<file path="src/rtl/mem_pair_processor.sv">
// mem_pair_processor: loads 2**AW words into memory A, then combines adjacent
// word pairs into memory B using an operation mode latched at the end of the load.
module mem_pair_processor #(
    parameter int AW = 3,
    parameter int DW = 8,
    localparam int BAW = (AW > 1) ? AW - 1 : 1
) (
    input  logic           clock,
    input  logic           Reset,
    input  logic           Init,
    input  logic           InValid,
    input  logic [DW-1:0]  DataIn,
    output logic           InReady,
    input  logic [1:0]     Mode,
    input  logic [BAW-1:0] RdAddrB,
    output logic [DW-1:0]  RdDataB,
    output logic           Busy,
    output logic           Done
);

    localparam int ADEPTH = 1 << AW;
    localparam int BDEPTH = 1 << (AW - 1);
    localparam logic [AW:0]    COMP_LAST = {1'b1, {AW{1'b0}}};
    localparam logic [AW-1:0]  PTR_ONE   = AW'(1'b1);
    localparam logic [AW:0]    CNT_ONE   = (AW + 1)'(1'b1);
    localparam logic [BAW-1:0] PAIR_ONE  = BAW'(1'b1);

    typedef enum logic [1:0] {
        IDLE = 2'd0,
        LOAD = 2'd1,
        COMP = 2'd2,
        DONE = 2'd3
    } state_t;

    state_t         state_r;
    logic [AW-1:0]  ptr_a_r;
    logic [AW:0]    comp_cnt_r;
    logic [BAW-1:0] pair_cnt_r;
    logic [1:0]     mode_r;
    logic [DW-1:0]  a_word_r;
    logic [DW-1:0]  rd_data_a_r;
    logic           rd_valid_r;
    logic           rd_odd_r;
    logic           a_we_s;
    logic           b_we_s;
    logic           issue_s;

    logic [DW-1:0] mem_a [0:ADEPTH-1];
    logic [DW-1:0] mem_b [0:BDEPTH-1];

    function automatic logic [DW-1:0] combine(input logic [1:0] mode,
                                              input logic [DW-1:0] a,
                                              input logic [DW-1:0] b);
        logic [DW-1:0] r;
        case (mode)
            2'b00:   r = (a <= b) ? a + b : a - b;
            2'b01:   r = a + b;
            2'b10:   r = a - b;
            2'b11:   r = (a >= b) ? a : b;
            default: r = '0;
        endcase
        return r;
    endfunction

    // Init outranks any memory write in the same cycle.
    assign a_we_s  = (state_r == LOAD) && InValid && !Init;
    assign issue_s = (state_r == COMP) && (comp_cnt_r < COMP_LAST) && !Init;
    assign b_we_s  = (state_r == COMP) && rd_valid_r && rd_odd_r && !Init;

    // Control FSM with registered status outputs.
    always_ff @(posedge clock or posedge Reset) begin
        if (Reset) begin
            state_r    <= IDLE;
            ptr_a_r    <= '0;
            comp_cnt_r <= '0;
            pair_cnt_r <= '0;
            mode_r     <= 2'b00;
            InReady    <= 1'b0;
            Busy       <= 1'b0;
            Done       <= 1'b0;
        end else if (Init) begin
            state_r    <= LOAD;
            ptr_a_r    <= '0;
            comp_cnt_r <= '0;
            pair_cnt_r <= '0;
            InReady    <= 1'b1;
            Busy       <= 1'b1;
            Done       <= 1'b0;
        end else begin
            case (state_r)
                IDLE: begin
                    InReady <= 1'b0;
                    Busy    <= 1'b0;
                    Done    <= 1'b0;
                end
                LOAD: begin
                    if (InValid) begin
                        ptr_a_r <= ptr_a_r + PTR_ONE;
                        if (ptr_a_r == {AW{1'b1}}) begin
                            state_r    <= COMP;
                            mode_r     <= Mode;
                            comp_cnt_r <= '0;
                            pair_cnt_r <= '0;
                            InReady    <= 1'b0;
                        end
                    end
                end
                COMP: begin
                    ptr_a_r    <= ptr_a_r + PTR_ONE;
                    comp_cnt_r <= comp_cnt_r + CNT_ONE;
                    if (b_we_s) begin
                        pair_cnt_r <= pair_cnt_r + PAIR_ONE;
                    end
                    if (comp_cnt_r == COMP_LAST) begin
                        state_r    <= DONE;
                        ptr_a_r    <= '0;
                        comp_cnt_r <= '0;
                        Busy       <= 1'b0;
                        Done       <= 1'b1;
                    end
                end
                DONE: begin
                    InReady <= 1'b0;
                    Busy    <= 1'b0;
                    Done    <= 1'b1;
                end
                default: begin
                    state_r <= IDLE;
                    InReady <= 1'b0;
                    Busy    <= 1'b0;
                    Done    <= 1'b0;
                end
            endcase
        end
    end

    // Memory A: load-time write port, registered read port for the compute sweep.
    always_ff @(posedge clock) begin
        if (a_we_s) begin
            mem_a[ptr_a_r] <= DataIn;
        end
        rd_data_a_r <= mem_a[ptr_a_r];
    end

    // Read pipeline tracking: an even word is held until its odd partner arrives.
    always_ff @(posedge clock or posedge Reset) begin
        if (Reset) begin
            rd_valid_r <= 1'b0;
            rd_odd_r   <= 1'b0;
            a_word_r   <= '0;
        end else begin
            rd_valid_r <= issue_s;
            rd_odd_r   <= ptr_a_r[0];
            if (rd_valid_r && !rd_odd_r) begin
                a_word_r <= rd_data_a_r;
            end
        end
    end

    // Memory B write port; results land as soon as the odd word is readable.
    always_ff @(posedge clock) begin
        if (b_we_s) begin
            mem_b[pair_cnt_r] <= combine(mode_r, a_word_r, rd_data_a_r);
        end
    end

    // Memory B read port, read-before-write against the write port above.
    always_ff @(posedge clock or posedge Reset) begin
        if (Reset) begin
            RdDataB <= '0;
        end else begin
            RdDataB <= mem_b[RdAddrB];
        end
    end

endmodule

</file>
<file path="config.mk">
export PLATFORM = sky130hd
export DESIGN_NAME = mem_pair_processor
export DESIGN_NICKNAME = d
export VERILOG_FILES = /design/src/rtl/mem_pair_processor.sv
export SDC_FILE = /design/constraint.sdc
export NUM_CORES = 1
export LEC_CHECK = 0
export CAP_MARGIN = 10
export CORE_UTILIZATION = 55
export CTS_CLUSTER_DIAMETER = 40
export DETAILED_ROUTE_END_ITERATION = 8
export GPL_TIMING_DRIVEN = 1
export PLACE_DENSITY = 0.76
export SLEW_MARGIN = 0
export SYNTH_ARGS = -nofsm -noshare
export SYNTH_HDL_FRONTEND = slang
export SYNTH_SLANG_ARGS = --single-unit
export TNS_END_PERCENT = 10
</file>
<file path="constraint.sdc">
create_clock -name clock -period 2.4 [get_ports clock]
set_clock_uncertainty 0.1 [all_clocks]
set_input_delay 0.48 -clock clock [delete_from_list [all_inputs] [get_ports clock]]
set_output_delay 0.48 -clock clock [all_outputs]
set_load 0.01 [all_outputs]
</file>
==> reports/summary.txt <==
RR Startpoint = a_word_r[7]$_DFFE_PP0P_
GRT overflow = 0
Post-DR wirelength/cell = 19.0 microns
Placed insts = 726
I/O Buffers = 26
Crit Path Max Fanout = 7
Slowest stage delay, CP = 0.41 ns
Max_cap viols = 0
Initial antenna violation count = 0
Post-synth EDFFs = 96
FF+latch count, synth = 138
Via count of the first global-routing pass = 4639
Clock Tree Buf Depth = 2
Vias = 4570
First-pass iteration count of the detailed router = 7
Placer Congestion = 0.872
DRC = 2
Final worst slack = -0.176 ns
Hold WS = 0.366 ns
Total CTS buffers = 17
Worst EP arrival = 2.71 ns
ANT cells = 0
Met3 usage = 5.99%
Clock slew at reported path FFs = 0.06 ns
Clock sink count = 138
Period utilisation layout = 107%
Met1 usage = 28.5%
Failing checks = DRC, setup timing
Most frequent cell after synthesis = edfxtp_1
Largest net degree at the start of global routing = 35
Synth async-reset ratio = 24.6%
1st-iter DRT viols = 312
Post-synthesis sequential area ratio = 59.1%
Req. time, crit path = 2.53 ns
ANT nets after route = 0
Worst-margin pin slew = 0.636 ns
Fmax = 0.388 GHz
Final Core Density = 71.7%
H-tree Lvls = 4
Crit path kind = reg2reg
Die X = 111 microns
Top cells by area, synth = edfxtp_1 (44%), dfrtp_1 (13%), ha_1 (4.9%)
Non-filler cells, final = 761
Pwr dens = 1400 nW/um^2
Final min period = 2.58 ns
Switch Pwr = 4250 uW
Chip height = 111 microns
Cells after synthesis = 514
All-Layer GR Usage = 24.8%
Cell Chain, Critical Path = ha_4, buf_4, nand4_2, or2_4, o21a_4, or3_1, and2_4, a221oi_4
Cell area after synthesis = 6590 sq um
Status = complete, but fails checks
DRT Wirelength = 14.4 mm
Commonest cells post-synth = edfxtp_1 (96), nor2_1 (44), dfrtp_1 (34), nand2_1 (34), ha_1 (26)
Synth cell types = 72
CTS tree = done
Share of the synthesized area in the top cell type = 43.7%
Cell taking the most area after synthesis = edfxtp_1
Clk network pwr share = 21.5%
Layout cells sized above 1 = 26.7%
Lkg Pwr = 0.00318 uW
Num rows = 39
Part of the power in registers = 28.4%
Synthesis Warnings = 0
Top Usage Layer GRT = met2
Met2 usage = 42.8%
HPWL after DPL = 9.76 mm
Max-slew violations = 0
Clk_lat worst skew = 0.43 ns
Worst path slowest cell = dfrtp_1
RSZ-0062 raised after global routing = true
Drt via density = 6.01
Worst hold path class = in2async
Die Area = 12400 sq um
Worst vdd ir = 0.939 mV
Slew HR = 57.6%
IO Pins = 27
Internal power = 7380 uW
Core Area = 11600 sq um
# setup viols final = 32
Crit path launch = a_word_r[7]$_DFFE_PP0P_
Number of fill cells in the layout = 745
CTS Root Cell = clkbuf_16
Final nets = 649
Ys flop type = edfxtp_1
Sw Share = 36.5%
CP Launch Type = flip-flop
Final setup TNS = -4.44 ns
Avg Cell Area, Syn = 12.8 sq um
Global-route wire length before repair = 23.2 mm
Critical path capture point type = flip-flop
Final hold violations = 0
Syn Nets = 558
Combinational cell fraction of total power = 50.1%
Initial core utilization = 57.0%
Area delta synth->final = 25.8%
==> critical path, delay by kind of cell, from the launching register on <==
kind | cells | cell delay (ns)
simple gates | 4 | 1.05
compound gates | 2 | 0.42
flops | 1 | 0.41
fa+ha+maj | 1 | 0.29
buf+inv | 1 | 0.10
==> per-layer routing <==
metal / vias to the layer above / part of all wire (%)
li1: 2109 / -
met1: 2266 / 40
met2: 141 / 51
met3: 54 / 4.8
met4: 0 / 4.5
met5: - / 0
==> cells in the final DEF (no fill, tap or decap), drive strengths merged, types with 5 or more instances in the layout <==
cell type      Yosys  final
mux2i             17     17
nor2              45     45
nand2b            10     10
nor3               8      8
dfxtp              8      8
mux2              16     16
a22oi              5      5
a21oi             19     19
nand2             34     34
clkdlybuf4s50      0     26
o221ai             5      5
ha                26     26
buf               11     71
edfxtp            96     96
dfrtp             34     34
a221o              5      5
mux4              11     11
clkbuf            14     17
o21ai             24     24
nor2b             12     12
and2               8      8
clkinv             0      5
inv               25     31
a31oi              5      5
a221oi             5      5
a21o               6      6
nand3              5      5
==> metrics by stage <==
stage	power, uW	instance area [sq um]	setup WS, ns
after detailed placement	8400	7530	-0.174
after global routing	12200	8300	-0.271
after global placement	8200	7530	-0.130
final	11600	8300	-0.176
after floorplan	6560	6620	-0.0131
after CTS	11300	8220	-0.142
==> path summary, 6_finish.rpt <==
check                           depth (start not counted)                      to  slack, ns
worst min-delay path                                    3  ptr_a_r[2]$_DFFE_PP0P_       0.37
max in group asynchronous                               3    RdDataB[4]$_DFF_PP0_       1.52
min in group clock                                      1        Busy$_DFFE_PP0P_       0.38
worst max-delay path                                    8   mem_b[3][5]$_DFFE_PP_      -0.18
worst min register to register                          1        Busy$_DFFE_PP0P_       0.38
worst max register to register                          8   mem_b[3][5]$_DFFE_PP_      -0.18
==> cell families (layout without fill, tap and decap cells) <==
family | Yosys count | after routing | synth area share (%)
AO/OA/AOI/OAI | 107 | 107 | 11.9
XOR/XNOR | 5 | 5 | 0.664
adder cells (fa/ha/maj) | 28 | 28 | 5.54
buffers and inverters | 50 | 154 | 3.11
flip-flops | 138 | 138 | 59.1
multiplexers | 44 | 44 | 9.07
AND/OR/NAND/NOR | 142 | 142 | 10.6
==> power by group through the flow <==
stage,Combinational [uW],Clock [uW],Sequential [uW]
final,5830,2500,3290
after floorplan,3230,0,3340
after global placement,4900,0,3310
after global routing,6290,2620,3330
after CTS,5490,2530,3290
after detailed placement,5080,0,3320
==> final cells by class <==
type | instances | area (sq um) | area share (%)
Inverter | 25 | 93.8 | 1.13
Tap cell | 143 | 179 | 2.16
Sequential cell | 138 | 3890 | 46.9
Multi-Input combinational cell | 326 | 2690 | 32.5
Clock inverter | 15 | 139 | 1.67
Clock buffer | 17 | 425 | 5.13
Timing Repair Buffer | 97 | 872 | 10.5
==> repair_timing <==
item / in CTS / in global routing
setup endpoints to repair: 32 / 32
gates resized for setup: 22 / 12
pin swaps: 3 / 10
setup buffers: 2 / 1
hold buffers: 0 / 0
==> sequential cells by signal (all words and copies together) (netlist names), 2 cells and up <==
name,cells
mem_a,64
mem_b,32
RdDataB,8
a_word_r,8
rd_data_a_r,8
comp_cnt_r,4
ptr_a_r,3
mode_r,2
pair_cnt_r,2
state_r,2
Power figures use the tool's default switching activity.
==> RTL change, RTL diff (config.mk and constraints unchanged) <==
Encoding of `state_t`: now one-hot (4 bits for 4 states).
--- a/src/rtl/mem_pair_processor.sv
+++ b/src/rtl/mem_pair_processor.sv
@@ -27,7 +27,7 @@
 
-    typedef enum logic [1:0] {
-        IDLE = 2'd0,
-        LOAD = 2'd1,
-        COMP = 2'd2,
-        DONE = 2'd3
+    typedef enum logic [3:0] {
+        IDLE = 4'b0001,
+        LOAD = 4'b0010,
+        COMP = 4'b0100,
+        DONE = 4'b1000
     } state_t;
Formal check against the unedited RTL: no difference found for any inputs over 10 cycles, from zero or initial values and one cycle with Reset high; not proved beyond that.
==> RTL change against the unedited design <==
  * The run still ends with design-rule violations, negative setup slack left
  * Synthesized cell count down 6.6%
  * Sequential cell count up 2
  * First-iteration DRC count up 2.6%
  * Design area down 2.9%
  * Synthesized area down 0.82%
  * Die area down 0.80%
  * Setup slack better by 0.11 ns
  * Routed wire length down 6.3%
  * Critical path type unchanged
Power is not compared: it rests on default switching activity, and its combinational part moved more than twofold at a synthesized area within 25%.
==> RTL change: results (changes against the unedited design) <==
| Metric | Value |
|---|---|
| Register area share after synthesis | 60.33% (+1.3 points) |
| Most frequent cells after synthesis | 96 x edfxtp_1, 35 x dfrtp_1, 34 x nor2_1, 27 x nand2_1, 25 x inv_1 |
| Largest net degree at the start of global routing | 37 (+5.7%) |
| Minimum hold slack | 0.3834 ns (+0.01725 ns) |
| DRT Pass-1 Iters | 6 (-1) |
| Largest cells by area after synthesis | edfxtp_1 44%, dfrtp_1 13%, mux4_2 5.5%, ha_1 4.4%, mux2i_1 2.8% |
| Crit path capture | mem_b[0][1] |
| Max incr delay on CP | 0.39 ns (-0.02 ns) |
| # setup viols final | 28 (-13%) |
| Clock Root Buffer | clkbuf_16 |
| Setup ws final | -0.06265 ns (+0.1131 ns) |
| DR vias/cell | 5.795 (-3.5%) |
| Outcome | finished, violations left |
| Vias in the first global route | 4318 (-6.9%) |
| Multiplexer share of the synthesized area | 10.56% (+1.5 points) |
| Yosys cell types | 69 (-4.2%) |
| First-pass GRT wire length | 22.24 mm (-4.0%) |
| Critical path startpoint | a_word_r[0] |
| Reg2Reg Depth | 11 (+3) |
| Synth Area in Adders | 5.013% (-0.53 points) |
| Routability Congestion | 0.9667 (+11%) |
| Post-placement cell count | 686 (-5.5%) |
| # nets final | 607 (-6.5%) |
| Placed inst area | 0.007366 sq mm (-2.2%) |
| Largest delay share family, worst path | compound AO/OA/AOI/OAI gates |
| Max_slew headroom | 65.57% (+8.0 points) |
| Syn nets | 521 (-6.6%) |
| Compound-Gate Fraction of Synth Area | 10.79% (-1.1 points) |
| DRC | 6 (+4) |
| Initial DRC Count | 320 (+2.6%) |
| Worst Path Max Fanout | 8 (+1) |
| Failing checks | design-rule violations, negative setup slack |
| GRT Total Usage | 24.12% (-0.71 points) |
| Setup Total Neg Slack | -1.228 ns (+3.216 ns) |
| Fin cells | 722 (-5.1%) |
| Average wire per standard cell | 18.74 um (-1.2%) |
| Fraction of layout cells with a size suffix above 1 | 25.91% (-0.79 points) |
| Mapped Cells | 480 (-6.6%) |
| Synth Area in XOR/XNOR | 0.8037% (+0.14 points) |
| Pre-CTS WS | -0.08456 ns (+0.08988 ns) |
| FFs w/ async S/R, synth | 25.71% (+1.1 points) |
| Fillers | 773 (+3.8%) |
## RTL change: cell types whose count changed in the layout (fill, tap and decap cells not counted), sizes merged, moves of 4 or more
cell | unedited run | this run
a22oi | 5 | 1
buf | 71 | 61
nand2 | 34 | 27
nand3 | 5 | 12
or3 | 4 | 0
nor2 | 45 | 34
a21oi | 19 | 26
mux4 | 11 | 16
## RTL change: routing by layer
metal / track usage, % / share of wire [%]
met3: 6.998 / 4.8
met5: 0 / 0
met1: 29.06 / 42
met2: 40.75 / 50
met4: 10.00 / 2.7
## RTL change: area by class of cell
class | count | area [sq um] | share of cell area (%)
timing repair buffer | 87 | 780.7 | 9.695
clock buffer | 20 | 446.7 | 5.547
clock inverter | 12 | 150.1 | 1.865
inverter | 25 | 93.84 | 1.165
sequential | 140 | 3945 | 48.99
tap | 143 | 178.9 | 2.222
multi-input combinational | 295 | 2457 | 30.52
## RTL change: tightest hold or removal path, cell delays in order
cell and delay [ns]:
clkdlybuf4s50_1 0.40, inv_1 0.05, buf_4 0.42
